### config.mk
export PLATFORM = sky130hd
export DESIGN_NAME = controle_bloqueio_flat
export DESIGN_NICKNAME = d
export VERILOG_FILES = /design/src/rtl/controle_bloqueio_if.sv /design/src/rtl/controle_bloqueio.sv /design/src/flat_wrapper.sv
export SDC_FILE = /design/constraint.sdc
export NUM_CORES = 1
export LEC_CHECK = 0
export CORE_MARGIN = 2
export CORE_UTILIZATION = 35
export CTS_CLUSTER_DIAMETER = 120
export DETAILED_ROUTE_END_ITERATION = 10
export SYNTH_ARGS = -nofsm -noshare
export SYNTH_HDL_FRONTEND = slang
export SYNTH_SLANG_ARGS = --single-unit
export TNS_END_PERCENT = 100
### constraint.sdc
create_clock -name clk -period 3 [get_ports clk]
set_input_delay 0.75 -clock clk [delete_from_list [all_inputs] [get_ports clk]]
set_output_delay 0.75 -clock clk [all_outputs]
set_load 0.01 [all_outputs]
### src/rtl/controle_bloqueio_if.sv
// Password-result pulses into the lockout scheduler, keypad/display controls out of it.
// segundos_rest exists only when SEGUNDOS_RESTANTES_EN is defined.
interface controle_bloqueio_if;
   logic       senha_ok;
   logic       senha_erro;
   logic       teclado_en;
   logic       inoperante;
   logic       bloqueado;
   logic [5:0] hifen_mask;
   logic [2:0] num_erros;
   logic       fim_bloqueio;
`ifdef SEGUNDOS_RESTANTES_EN
   logic [5:0] segundos_rest;
`endif

   modport master (
      output senha_ok, senha_erro,
`ifdef SEGUNDOS_RESTANTES_EN
      input  segundos_rest,
`endif
      input  teclado_en, inoperante, bloqueado, hifen_mask, num_erros, fim_bloqueio
   );

   modport slave (
      input  senha_ok, senha_erro,
`ifdef SEGUNDOS_RESTANTES_EN
      output segundos_rest,
`endif
      output teclado_en, inoperante, bloqueado, hifen_mask, num_erros, fim_bloqueio
   );
endinterface

### src/rtl/controle_bloqueio.sv
// Wrong-password penalty/lockout scheduler; all outputs registered, one cycle after the input edge.
// SEGUNDOS_RESTANTES_EN adds the segundos_rest countdown output.
module controle_bloqueio #(
   parameter int UM_SEGUNDO = 1000,
   parameter int MAX_ERROS  = 5,
   parameter int T_ERRO_S   = 1,
   parameter int T_BLOQ_S   = 30
) (
   input  logic               clk,
   input  logic               rst,
   controle_bloqueio_if.slave bus
);
   localparam int               CYC_W    = (UM_SEGUNDO > 1) ? $clog2(UM_SEGUNDO) : 1;
   localparam logic [CYC_W-1:0] CYC_MAX  = CYC_W'(UM_SEGUNDO - 1);
   localparam logic [2:0]       MAX_E    = 3'(MAX_ERROS);
   localparam logic [5:0]       ERRO_FIM = 6'(T_ERRO_S - 1);
   localparam logic [5:0]       BLOQ_FIM = 6'(T_BLOQ_S - 1);

   typedef enum logic [1:0] {IDLE, PENALTY, LOCKOUT} estado_t;

   estado_t          estado_q;
   logic [CYC_W-1:0] ciclo_q;
   logic [5:0]       seg_q;
   logic             teclado_q, inop_q, bloq_q, fim_q;
   logic [5:0]       mask_q;
   logic [2:0]       erros_q;
   logic [2:0]       erros_d;
   logic [5:0]       mask_d;
   logic             wrap_d;
`ifdef SEGUNDOS_RESTANTES_EN
   logic [5:0]       rest_q;
`endif

   assign erros_d = erros_q + 3'd1;
   assign mask_d  = (6'd1 << erros_d) - 6'd1;
   assign wrap_d  = (ciclo_q == CYC_MAX);

   always_ff @(posedge clk or posedge rst) begin
      if (rst) begin
         estado_q  <= IDLE;
         ciclo_q   <= '0;
         seg_q     <= '0;
         teclado_q <= 1'b1;
         inop_q    <= 1'b0;
         bloq_q    <= 1'b0;
         fim_q     <= 1'b0;
         mask_q    <= '0;
         erros_q   <= '0;
`ifdef SEGUNDOS_RESTANTES_EN
         rest_q    <= '0;
`endif
      end else begin
         fim_q <= 1'b0;
         // Timebase runs only while inoperative; exits below override it with a clear.
         if (estado_q != IDLE) begin
            if (wrap_d) begin
               ciclo_q <= '0;
               seg_q   <= seg_q + 6'd1;
`ifdef SEGUNDOS_RESTANTES_EN
               rest_q  <= rest_q - 6'd1;
`endif
            end else begin
               ciclo_q <= ciclo_q + 1'b1;
            end
         end
         case (estado_q)
            IDLE: begin
               // Simultaneous ok+erro falls into this branch: treated as an error.
               if (bus.senha_erro) begin
                  ciclo_q   <= '0;
                  seg_q     <= '0;
                  teclado_q <= 1'b0;
                  inop_q    <= 1'b1;
                  if (erros_d == MAX_E) begin
                     estado_q <= LOCKOUT;
                     bloq_q   <= 1'b1;
                     mask_q   <= 6'h3F;
                     erros_q  <= MAX_E;
`ifdef SEGUNDOS_RESTANTES_EN
                     rest_q   <= 6'(T_BLOQ_S);
`endif
                  end else begin
                     estado_q <= PENALTY;
                     mask_q   <= mask_d;
                     erros_q  <= erros_d;
`ifdef SEGUNDOS_RESTANTES_EN
                     rest_q   <= 6'(T_ERRO_S);
`endif
                  end
               end else if (bus.senha_ok) begin
                  erros_q <= '0;
                  mask_q  <= '0;
               end
            end
            PENALTY: begin
               if (wrap_d && (seg_q == ERRO_FIM)) begin
                  estado_q  <= IDLE;
                  ciclo_q   <= '0;
                  seg_q     <= '0;
                  teclado_q <= 1'b1;
                  inop_q    <= 1'b0;
`ifdef SEGUNDOS_RESTANTES_EN
                  rest_q    <= '0;
`endif
               end
            end
            LOCKOUT: begin
               if (wrap_d && (seg_q == BLOQ_FIM)) begin
                  estado_q  <= IDLE;
                  ciclo_q   <= '0;
                  seg_q     <= '0;
                  teclado_q <= 1'b1;
                  inop_q    <= 1'b0;
                  bloq_q    <= 1'b0;
                  fim_q     <= 1'b1;
                  mask_q    <= '0;
                  erros_q   <= '0;
`ifdef SEGUNDOS_RESTANTES_EN
                  rest_q    <= '0;
`endif
               end
            end
            default: estado_q <= IDLE;
         endcase
      end
   end

   assign bus.teclado_en   = teclado_q;
   assign bus.inoperante   = inop_q;
   assign bus.bloqueado    = bloq_q;
   assign bus.hifen_mask   = mask_q;
   assign bus.num_erros    = erros_q;
   assign bus.fim_bloqueio = fim_q;
`ifdef SEGUNDOS_RESTANTES_EN
   assign bus.segundos_rest = rest_q;
`endif
endmodule

### src/flat_wrapper.sv
// flat-port wrapper written by rule: the top's interface ports become plain ports
module controle_bloqueio_flat 
#(
   parameter int UM_SEGUNDO = 1000,
   parameter int MAX_ERROS  = 5,
   parameter int T_ERRO_S   = 1,
   parameter int T_BLOQ_S   = 30
)
  (clk, rst, bus_senha_ok, bus_senha_erro, bus_teclado_en, bus_inoperante, bus_bloqueado, bus_hifen_mask, bus_num_erros, bus_fim_bloqueio);
  controle_bloqueio_if bus_i ();
  input  logic clk;
  input  logic rst;
  input wire logic [$bits(bus_i.senha_ok)-1:0] bus_senha_ok;
  input wire logic [$bits(bus_i.senha_erro)-1:0] bus_senha_erro;
  output wire logic [$bits(bus_i.teclado_en)-1:0] bus_teclado_en;
  output wire logic [$bits(bus_i.inoperante)-1:0] bus_inoperante;
  output wire logic [$bits(bus_i.bloqueado)-1:0] bus_bloqueado;
  output wire logic [$bits(bus_i.hifen_mask)-1:0] bus_hifen_mask;
  output wire logic [$bits(bus_i.num_erros)-1:0] bus_num_erros;
  output wire logic [$bits(bus_i.fim_bloqueio)-1:0] bus_fim_bloqueio;
  assign bus_i.senha_ok = bus_senha_ok;
  assign bus_i.senha_erro = bus_senha_erro;
  assign bus_teclado_en = bus_i.teclado_en;
  assign bus_inoperante = bus_i.inoperante;
  assign bus_bloqueado = bus_i.bloqueado;
  assign bus_hifen_mask = bus_i.hifen_mask;
  assign bus_num_erros = bus_i.num_erros;
  assign bus_fim_bloqueio = bus_i.fim_bloqueio;
  controle_bloqueio #(.UM_SEGUNDO(UM_SEGUNDO), .MAX_ERROS(MAX_ERROS), .T_ERRO_S(T_ERRO_S), .T_BLOQ_S(T_BLOQ_S)) u_core (.clk(clk), .rst(rst), .bus(bus_i));
endmodule
==> results of run 1 <==
==> cell type report <==
type / count / area (um^2) / area share, %
Clock buffer: 8 / 80.08 / 3.816
Sequential cell: 31 / 777.0 / 37.03
Timing Repair Buffer: 19 / 182.7 / 8.706
Inverter: 12 / 45.04 / 2.147
Multi-Input combinational cell: 131 / 929.6 / 44.31
Tap cell: 67 / 83.83 / 3.995
==> sequential cells by signal, summed over array words and instances, names as in the netlist <==
signal,count
u_core.bus.inoperante,1
u_core.seg_q,6
u_core.bus.hifen_mask,6
u_core.bus.num_erros,3
u_core.bus.bloqueado,1
u_core.bus.teclado_en,1
u_core.ciclo_q,10
u_core.estado_q,2
u_core.bus.fim_bloqueio,1
==> stage by stage <==
stage / setup WS (ns) / area [um^2]
2_1_floorplan: 0.5444 / 1779
3_3_place_gp: 0.4952 / 2018
3_5_place_dp: 0.4609 / 2018
4_1_cts: 0.4501 / 2098
5_1_grt: 0.3379 / 2098
6_report: 0.4547 / 2098
==> layer usage <==
metal / vias up / GRT usage, % / wire (um) / share of wire [%]
met5: - / 0 / 0 / 0
met4: 0 / 5.263 / 53 / 1.5
met3: 7 / 3.704 / 110 / 3.1
met2: 17 / 23.38 / 1637 / 47
met1: 614 / 18.98 / 1702 / 49
li1: 665 / - / - / -
==> cell usage after synthesis, drive strengths merged <==
cell type  instances
dfrtp             30
nand2             19
nor2              17
ha                14
inv               12
xor2               8
xnor2              6
and3               5
a21oi              4
nand2b             4
nand3              4
nand4              4
nor3               4
o21ai              4
a21o               3
a22o               3
clkbuf             3
mux2i              3
a32o               2
and2               2
buf                2
nor4               2
o22ai              2
o31ai              2
or3                2
or4                2
a21boi             1
a221oi             1
a22oi              1
a31oi              1
a41o               1
and3b              1
dfstp              1
mux2               1
nand3b             1
nor2b              1
nor3b              1
o221ai             1
o2bb2ai            1
o311ai             1
or3b               1
or4b               1
==> worst paths after layout <==
kind	startpoint	endpoint	slack, ns	depth (start not counted)
setup / recovery	u_core.seg_q[0]	u_core.bus.teclado_en	0.45	7
hold / removal	u_core.bus.hifen_mask[3]	u_core.bus.hifen_mask[3]	0.48	2
setup reg to reg	u_core.seg_q[0]	u_core.bus.teclado_en	0.45	7
hold reg to reg	u_core.bus.hifen_mask[3]	u_core.bus.hifen_mask[3]	0.48	2
max in group asynchronous	rst	u_core.bus.teclado_en	1.82	3
min in group asynchronous	rst	u_core.bus.hifen_mask[4]	0.84	3
==> where the power goes <==
part | total [mW] | internal [mW] | switching (mW)
logic | 0.833 | 0.386 | 0.447
clock network | 0.316 | 0.165 | 0.151
registers | 0.582 | 0.508 | 0.0743
==> worst min-delay path, delay by kind of cell, from the launching register on <==
family,cells,cell delay (ns)
AND/OR/NAND/NOR,2,0.11
flip-flops,1,0.34
==> kinds of logic after synthesis <==
logic type / synth area share, %
AOI/OAI and AO/OA: 12.45
xor gates and xnor gates: 6.892
adders and majority gates: 9.845
buffers and inverters: 4.078
DFF: 43.67
muxes: 2.531
and+or+nand+nor: 20.53
==> results.md, run 1 <==
* Commonest cells after routing, fill and taps aside: 30 x dfrtp_1, 19 x nand2_1, 17 x nor2_1
* Vias per cell at 4.862
* Drt wl/cell at 13.07 um
* Slew @ Worst Pin at 0.5265 ns
* Worst hold path type: reg -> reg
* Core Util, Final at 43.56%
* # nets final at 218
* Count of different cell masters after synthesis at 46
* Placed Cells incl. Taps at 260
* Status: completed
* Pwr Total at 1.731 mW
* First-pass GRT wire length at 6.223 mm
* Synth area leaders: dfrtp_1 42%, ha_1 9.8%, nand2_1 4.0%
* PostCTS Resize Cnt at 0
* Core area at 4817 um^2
* First drt pass iteration count at 4
* Unrepaired setup endpoints after global routing: false
* Fin Hold WS at 0.4823 ns
* Slowest stage delay, CP at 0.45 ns
* Port Buf Inserts at 16
* Via count at 1303
* CTS clk-pin slew, worst paths at 0.06 ns
* Mean Syn Cell Area at 9.940 um^2
* Clk sink count at 31
* Critical Path End Type: flip-flop
* Final period util at 84.84%
* Num CTS Buffers at 5
* Width of the die at 75.30 um
* Syn nets at 197
* CP Max Fanout at 5
* Commonest non-fill, non-tap cell in the layout: dfrtp_1
* Fillers at 488
* CP cell instances: inv_1 > ha_1 > or4b_1 > or4_4 > a221oi_4 > and2_1 > mux2_4
* Vias in the first global route at 1297
* Yosys reg bits at 31
* Final ANT Viol Nets at 0
* Crit path kind: reg -> reg
* I/O pins at 17
* Site Rows at 25
* Buf+Inv Stages, Crit Path at 1
* Ant. Diodes at 0
* Crit path time final at 2.545 ns
* Setup_tns at 0 ns
* Slowest CP cell: or4_4
* Latest clock arrival within the worst-skew pair at 0.28 ns
* Yosys top cell area share at 42.19%
* Seq/Total Area, Yosys at 43.67%
* DRT Wirelength at 3.502 mm
* Critical path's top delay family: simple AND/OR/NAND/NOR gates
* Worst slew margin at 64.77%
* Post-Layout Cell Count at 268
* Worst EP required at 3.20 ns
* Max Fclk at 0.3929 GHz
* Starting DRC count in detailed routing at 62
* Worst Skew at 0.009575 ns
* Initial antenna violation count at 0
* GP Congestion at 0.7924
* Die footprint at 5670 um^2
* Grt ovf at 0
* Area Growth Syn to Fin at 17.93%
* Residual DRC count at 0
* Post-synthesis cell count at 179
* Share of cells above drive strength 1 at 7.463%
* Largest net degree at the start of global routing at 32
* MaxCap Viol Count at 0
* PD cells at 824.9 nW/um^2
* Setup crit start kind: flip-flop
* TritonCTS clock tree: built
* Final Slew Violations at 0
* Syn Std Cell Area at 1779 um^2
* WP data arrival at 2.75 ns
* Leakage Power at 0.9708 nW
* Yosys warns at 0
* Total track usage at 14.52%
* Post-CTS Repair Setup Buffers at 0
* Final hold violations at 0
* Htree depth at 2
* Setup Viol. Count Final at 0
* Root buf cell: clkbuf_8
* Max VDD drop at 0.5196 mV
* Largest area contributor in the netlist: dfrtp_1
* Initial core utilization at 36.94%
* Post-CTS Hold Fix Bufs at 0
* Chip height at 75.30 um
* Max Buffers Root-to-Sink at 2
* Final HPWL DP at 2.512 mm
Note: power is estimated with default switching activity, not from simulation.
==> inputs of run 2 (changes only) <==
- clock period: 3 -> 2.55 ns (I/O delays scaled with it)
==> run 2 against run 1 <==
  * Global-route usage down 0.063 points
  * Routed wire length increased by 0.14%
  * Non-clock buffer count is 6 higher
  * Count of clock-buffer cells in the layout fell by 1
  * Maximum frequency is 6.1% higher
  * Clock power grew 40%
  * Register-to-register slack worse by 0.30 ns
  * Highest routed layer unchanged
==> results.md, run 2 (synthesized netlist as in run 1, its figures left out) <==
* Critical Path End Type: flip-flop (unchanged)
* Status: completed (unchanged)
* MaxCap Viol Count at 0 (unchanged)
* Slew @ Worst Pin at 0.4526 ns (was 0.5265 ns)
* Post-CTS Repair Setup Buffers at 0 (unchanged)
* Max reg flops at 10 (unchanged)
* R2R Setup Slk at 0.15 ns (was 0.45 ns)
* First drt pass iteration count at 4 (unchanged)
* Grt ovf at 0 (unchanged)
* Finished Cell Area at 2176 um^2 (was 2098 um^2)
* WP data arrival at 2.62 ns (was 2.75 ns)
* Vias per cell at 4.847 (was 4.862)
* Final Slew Violations at 0 (unchanged)
* Root buf cell: clkbuf_8 (unchanged)
* Seq. cell area at 777.0 um^2 (unchanged)
* Drt wl/cell at 12.80 um (was 13.07 um)
* Final hold violations at 0 (unchanged)
* Via count at 1328 (was 1303)
* Worst Skew at 0.009647 ns (was 0.009575 ns)
* Initial core utilization at 36.94% (unchanged)
* Final period util at 94.11% (was 84.84%)
* TritonCTS clock tree: built (unchanged)
* Vias in the first global route at 1306 (was 1297)
* Crit path launch: u_core.seg_q[0] (unchanged)
* DRT Wirelength at 3.507 mm (was 3.502 mm)
* Slowest stage delay, CP at 0.45 ns (about the same)
* Site Rows at 25 (unchanged)
* CP cell instances: inv_2 > ha_1 > or4b_1 > or4_4 > a221oi_4 > and2_4 > mux2_4 (was inv_1 > ha_1 > or4b_1 > or4_4 > a221oi_4 > and2_1 > mux2_4)
* Num CTS Buffers at 5 (unchanged)
* Critical Path End: u_core.bus.teclado_en (unchanged)
* Worst slew margin at 69.55% (was 64.77%)
* CP Max Fanout at 4 (was 5)
* Register name with the most flops: u_core.ciclo_q (unchanged)
* Buf+Inv Stages, Crit Path at 1 (unchanged)
* Initial antenna violation count at 0 (unchanged)
* Fillers at 475 (was 488)
* Max Buffers Root-to-Sink at 2 (unchanged)
* R2R Path End: u_core.bus.teclado_en (unchanged)
* Worst R2R Start: u_core.seg_q[0] (unchanged)
* Residual DRC count at 0 (unchanged)
* Setup_tns at 0 ns (unchanged)
* Crit path time final at 2.400 ns (was 2.545 ns)
* Clk sink count at 31 (unchanged)
* Starting DRC count in detailed routing at 75 (was 62)
* Reg2reg path depth at 7 (unchanged)
* Latest clock arrival within the worst-skew pair at 0.29 ns (was 0.28 ns)
* Chip height at 75.30 um (unchanged)
* Area Growth Syn to Fin at 22.29% (was 17.93%)
* Setup crit start kind: flip-flop (unchanged)
* Die footprint at 5670 um^2 (unchanged)
* Slowest CP cell: or4_4 (unchanged)
* Commonest cells after routing, fill and taps aside: 30 x dfrtp_1, 19 x nand2_1, 17 x nor2_1 (unchanged)
* First-pass GRT wire length at 6.099 mm (was 6.223 mm)
* Width of the die at 75.30 um (unchanged)
* Area of the multi-input gates at 938.4 um^2 (was 929.6 um^2)
* Commonest non-fill, non-tap cell in the layout: dfrtp_1 (unchanged)
* Total track usage at 14.46% (was 14.52%)
* Htree depth at 2 (unchanged)
* Worst hold path type: reg -> reg (unchanged)
* Worst EP required at 2.77 ns (was 3.20 ns)
* Final HPWL DP at 2.519 mm (was 2.512 mm)
* Port Buf Inserts at 16 (unchanged)
* Max VDD drop at 0.5903 mV (was 0.5196 mV)
* Dpl cell area at 2063 um^2 (was 2018 um^2)
* Setup Viol. Count Final at 0 (unchanged)
* Largest net degree at the start of global routing at 32 (unchanged)
* Crit path kind: reg -> reg (unchanged)
* PD cells at 1005 nW/um^2 (was 824.9 nW/um^2)
* # nets final at 224 (was 218)
* Post-CTS Hold Fix Bufs at 0 (unchanged)
* Leakage Power at 1.014 nW (was 0.9708 nW)
* WP depth at 7 (unchanged)
* Final ANT Viol Nets at 0 (unchanged)
* Core Util, Final at 45.17% (was 43.56%)
* GP Congestion at 0.8111 (was 0.7924)
* I/O pins at 17 (unchanged)
* Share of cells above drive strength 1 at 12.56% (was 7.463%)
* Max Fclk at 0.4167 GHz (was 0.3929 GHz)
* Core area at 4817 um^2 (unchanged)
* Critical path's top delay family: simple AND/OR/NAND/NOR gates (unchanged)
* Ant. Diodes at 0 (unchanged)
* Unrepaired setup endpoints after global routing: false (unchanged)
* CTS clk-pin slew, worst paths at 0.07 ns (was 0.06 ns)
==> run 2: changes by cell type in the layout (fill, tap and decap cells not counted), sizes merged <==
cell / before / now
buf: 3 / 9
clkbuf: 8 / 7
clkinvlp: 0 / 1
==> run 2: area by class of cell <==
| type | count | area share [%] |
|---|---|---|
| clock buffer | 7 | 4.428 |
| clock inverter | 1 | 0.3450 |
| inverter | 12 | 2.070 |
| multi-input combinational | 131 | 43.13 |
| sequential | 31 | 35.71 |
| tap | 67 | 3.853 |
| timing repair buffer | 25 | 10.47 |
==> run 2: worst min-delay path by stage <==
stage                        startpoint                  endpoint  slack (ns)  depth (start not counted)
2_1_floorplan           u_core.seg_q[5]   u_core.bus.fim_bloqueio        0.46                          1
3_3_place_gp   u_core.bus.hifen_mask[3]  u_core.bus.hifen_mask[3]        0.47                          2
6_report       u_core.bus.hifen_mask[3]  u_core.bus.hifen_mask[3]        0.49                          2
3_5_place_dp   u_core.bus.hifen_mask[3]  u_core.bus.hifen_mask[3]        0.47                          2
5_1_grt        u_core.bus.hifen_mask[5]  u_core.bus.hifen_mask[5]        0.51                          1
4_1_cts        u_core.bus.hifen_mask[3]  u_core.bus.hifen_mask[3]        0.49                          2
==> run 2: layer usage <==
metal | track usage, % | vias up | part of all wire [%]
li1 | - | 679 | -
met1 | 19.12 | 625 | 50
met2 | 21.84 | 18 | 44
met3 | 4.497 | 6 | 3.3
met4 | 6.433 | 0 | 2.1
met5 | 0 | - | 0
==> run 2: where the power goes <==
part           internal (mW)  total [mW]  switching [mW]  leakage, nW
combinational          0.516        1.06           0.547        0.554
clock                  0.246       0.441           0.196       0.0505
sequential             0.597       0.683          0.0859        0.410
==> run 2: timing repair <==
item	in CTS	in global routing
setup endpoints to repair	0	10
endpoints found under the hold margin	0	0
resized for setup	0	3
==> run 2: stage by stage <==
stage / setup WS, ns / power, mW / std cells / hold WS, ns
3_3_place_gp: 0.1258 / 1.728 / 266 / 0.4684
4_1_cts: 0.07753 / 2.188 / 274 / 0.4897
5_1_grt: 0.03407 / 2.346 / 274 / 0.5072
6_report: 0.1502 / 2.187 / 274 / 0.4874
3_5_place_dp: 0.1030 / 1.733 / 266 / 0.4716
2_1_floorplan: 0.09439 / 1.393 / 179 / 0.4614
==> run 2: worst reg2reg max path, stage by stage (launching register included) <==
cell	delay, ns
dfrtp_1	0.43
inv_2	0.08
ha_1	0.13
or4b_1	0.43
or4_4	0.45
a221oi_4	0.31
and2_4	0.20
mux2_4	0.30
==> inputs of run 3 (changes only) <==
- DONT_BUFFER_PORTS: default -> 1
==> run 3 against run 2 <==
  * Clock power fell by 11%
  * Utilization down 4.1 points
  * Sequential power up 6.6%
  * Clock skew up 0.0049 ns
  * Sequential cell count unchanged
  * Hold slack got worse by 0.18 ns
  * Register-to-register slack is essentially flat
  * Critical path type unchanged
  * Highest routed layer unchanged
==> results.md, run 3 (synthesized netlist as in run 1, its figures left out) <==
* Status: completed (unchanged)
* First drt pass iteration count at 4 (unchanged)
* Width of the die at 75.30 um (unchanged)
* Slowest CP cell: or4_4 (unchanged)
* MaxCap Viol Count at 0 (unchanged)
* Met3 Usage GRT at 3.836% (was 4.497%)
* CP cell instances: inv_1 > ha_1 > or4b_1 > or4_4 > a221oi_4 > and2_4 > mux2_4 (was inv_2 > ha_1 > or4b_1 > or4_4 > a221oi_4 > and2_4 > mux2_4)
* Drt wl/cell at 13.39 um (was 12.80 um)
* # nets final at 206 (was 224)
* Commonest non-fill, non-tap cell in the layout: dfrtp_1 (unchanged)
* Initial antenna violation count at 0 (unchanged)
* Seq. cell area at 777.0 um^2 (unchanged)
* Reg2reg path depth at 7 (unchanged)
* Unrepaired setup endpoints after global routing: false (unchanged)
* Clk sink count at 31 (unchanged)
* GR Layer Usage met1 at 20.27% (was 19.12%)
* Htree depth at 2 (unchanged)
* Crit path kind: reg -> reg (unchanged)
* Max VDD drop at 0.6270 mV (was 0.5903 mV)
* Final Slew Violations at 0 (unchanged)
* Share of cells above drive strength 1 at 11.70% (was 12.56%)
* Setup_tns at 0 ns (unchanged)
* Via count at 1256 (was 1328)
* Register name with the most flops: u_core.ciclo_q (unchanged)
* Slowest stage delay, CP at 0.45 ns (about the same)
* Worst EP required at 2.76 ns (was 2.77 ns)
* Commonest cells after routing, fill and taps aside: 30 x dfrtp_1, 19 x nand2_1, 17 x nor2_1 (unchanged)
* Worst hold path type: in -> async (was reg -> reg)
* Final ANT Viol Nets at 0 (unchanged)
* Final hold violations at 0 (unchanged)
* Total track usage at 14.57% (was 14.46%)
* Residual DRC count at 0 (unchanged)
* Area of the multi-input gates at 932.1 um^2 (was 938.4 um^2)
* Met2 usage at 20.77% (was 21.84%)
* Ant. Diodes at 0 (unchanged)
* Busiest grt layer: met2 (unchanged)
* GP Congestion at 0.8047 (was 0.8111)
* First-pass GRT wire length at 6.092 mm (was 6.099 mm)
* Post-CTS Repair Setup Buffers at 0 (unchanged)
* Num CTS Buffers at 5 (unchanged)
* Critical Path End Type: flip-flop (unchanged)
* Max Buffers Root-to-Sink at 2 (unchanged)
* Die footprint at 5670 um^2 (unchanged)
* Max Fclk at 0.4150 GHz (was 0.4167 GHz)
* Crit path time final at 2.410 ns (was 2.400 ns)
* Fillers at 482 (was 475)
* WP data arrival at 2.62 ns (about the same)
* Initial core utilization at 36.94% (unchanged)
* PD cells at 990.8 nW/um^2 (was 1005 nW/um^2)
* Port Buf Inserts at 0 (was 16)
* Setup crit start kind: flip-flop (unchanged)
* Worst setup margin at 0.1403 ns (was 0.1502 ns)
* Area Growth Syn to Fin at 11.18% (was 22.29%)
* Starting DRC count in detailed routing at 62 (was 75)
* Latest clock arrival within the worst-skew pair at 0.29 ns (about the same)
* Core area at 4817 um^2 (unchanged)
* TritonCTS clock tree: built (unchanged)
* Site Rows at 25 (unchanged)
* Chip height at 75.30 um (unchanged)
* Final HPWL DP at 2.506 mm (was 2.519 mm)
* Largest net degree at the start of global routing at 32 (unchanged)
* Root buf cell: clkbuf_8 (unchanged)
* Place WS at 0.09472 ns (was 0.1030 ns)
* CP Max Fanout at 4 (unchanged)
* Max reg flops at 10 (unchanged)
* Setup Viol. Count Final at 0 (unchanged)
* Pwr Total at 1.960 mW (was 2.187 mW)
* Worst Skew at 0.01450 ns (was 0.009647 ns)
* Worst slew margin at 65.26% (was 69.55%)
* Vias per cell at 4.925 (was 4.847)
* Final period util at 94.50% (was 94.11%)
* Leakage Power at 0.9407 nW (was 1.014 nW)
* I/O pins at 17 (unchanged)
* CTS clk-pin slew, worst paths at 0.07 ns (about the same)
* Slew @ Worst Pin at 0.5192 ns (was 0.4526 ns)
* DRT Wirelength at 3.414 mm (was 3.507 mm)
* Grt ovf at 0 (unchanged)
* Vias in the first global route at 1274 (was 1306)
[run 3: cell types whose count changed in the layout (fill, tap and decap cells not counted), sizes merged]
cell | before | now
buf | 9 | 7
clkbuf | 7 | 6
clkdlybuf4s50 | 16 | 0
clkinv | 0 | 1
clkinvlp | 1 | 0
[run 3: critical path, delay by kind of cell (launching register included)]
family / cells / cell delay (ns)
and+or+nand+nor: 3 / 1.08
DFF: 1 / 0.41
AOI/OAI and AO/OA: 1 / 0.32
muxes: 1 / 0.29
adders and majority gates: 1 / 0.14
buffers and inverters: 1 / 0.10
[run 3: metrics by stage]
step           instance area, um^2  hold WS (ns)  util, %  std cells
2_1_floorplan                 1779        0.4614        -        179
3_3_place_gp                  1888        0.5405    39.19        248
3_5_place_dp                  1888        0.5350    39.19        248
4_1_cts                       1976        0.3271    41.01        255
5_1_grt                       1978        0.3788    41.06        255
6_report                      1978        0.3116    41.06        255
[run 3: metal layers]
| metal | wire length, um | up-vias |
|---|---|---|
| met5 | 0 | - |
| met4 | 57 | 0 |
| met3 | 121 | 7 |
| met2 | 1525 | 21 |
| met1 | 1711 | 590 |
| li1 | - | 638 |
[run 3: final timing paths]
path | slack, ns | start | end
setup / recovery | 0.14 | u_core.seg_q[0] | u_core.bus.teclado_en
hold / removal | 0.31 | rst | u_core.bus.hifen_mask[0]
setup reg to reg | 0.14 | u_core.seg_q[0] | u_core.bus.teclado_en
hold reg to reg | 0.54 | u_core.ciclo_q[0] | u_core.ciclo_q[0]
max in group asynchronous | 1.90 | rst | u_core.bus.teclado_en
min in group clk | 0.43 | bus_senha_erro | u_core.ciclo_q[0]
[run 3: layout make-up]
class                      count  share of cell area [%]
clock inverter                 1                  0.2530
clock buffer                   6                   4.175
sequential                    31                   39.28
timing repair buffer           7                   2.657
tap                           67                   4.238
multi-input combinational    131                   47.12
inverter                      12                   2.277
[run 3: what timing repair did]
item,4_1_cts,5_1_grt
hold buffers,0,0
gates resized for setup,0,1
setup endpoints to repair,0,1
hold endpoints to repair,0,0
[run 3: where the power goes]
group	switching (mW)	internal, mW	leakage, nW	total [mW]
registers	0.130	0.598	0.410	0.728
logic	0.472	0.367	0.484	0.839
clock network	0.182	0.211	0.0470	0.393
total	0.784	1.18	0.941	1.96
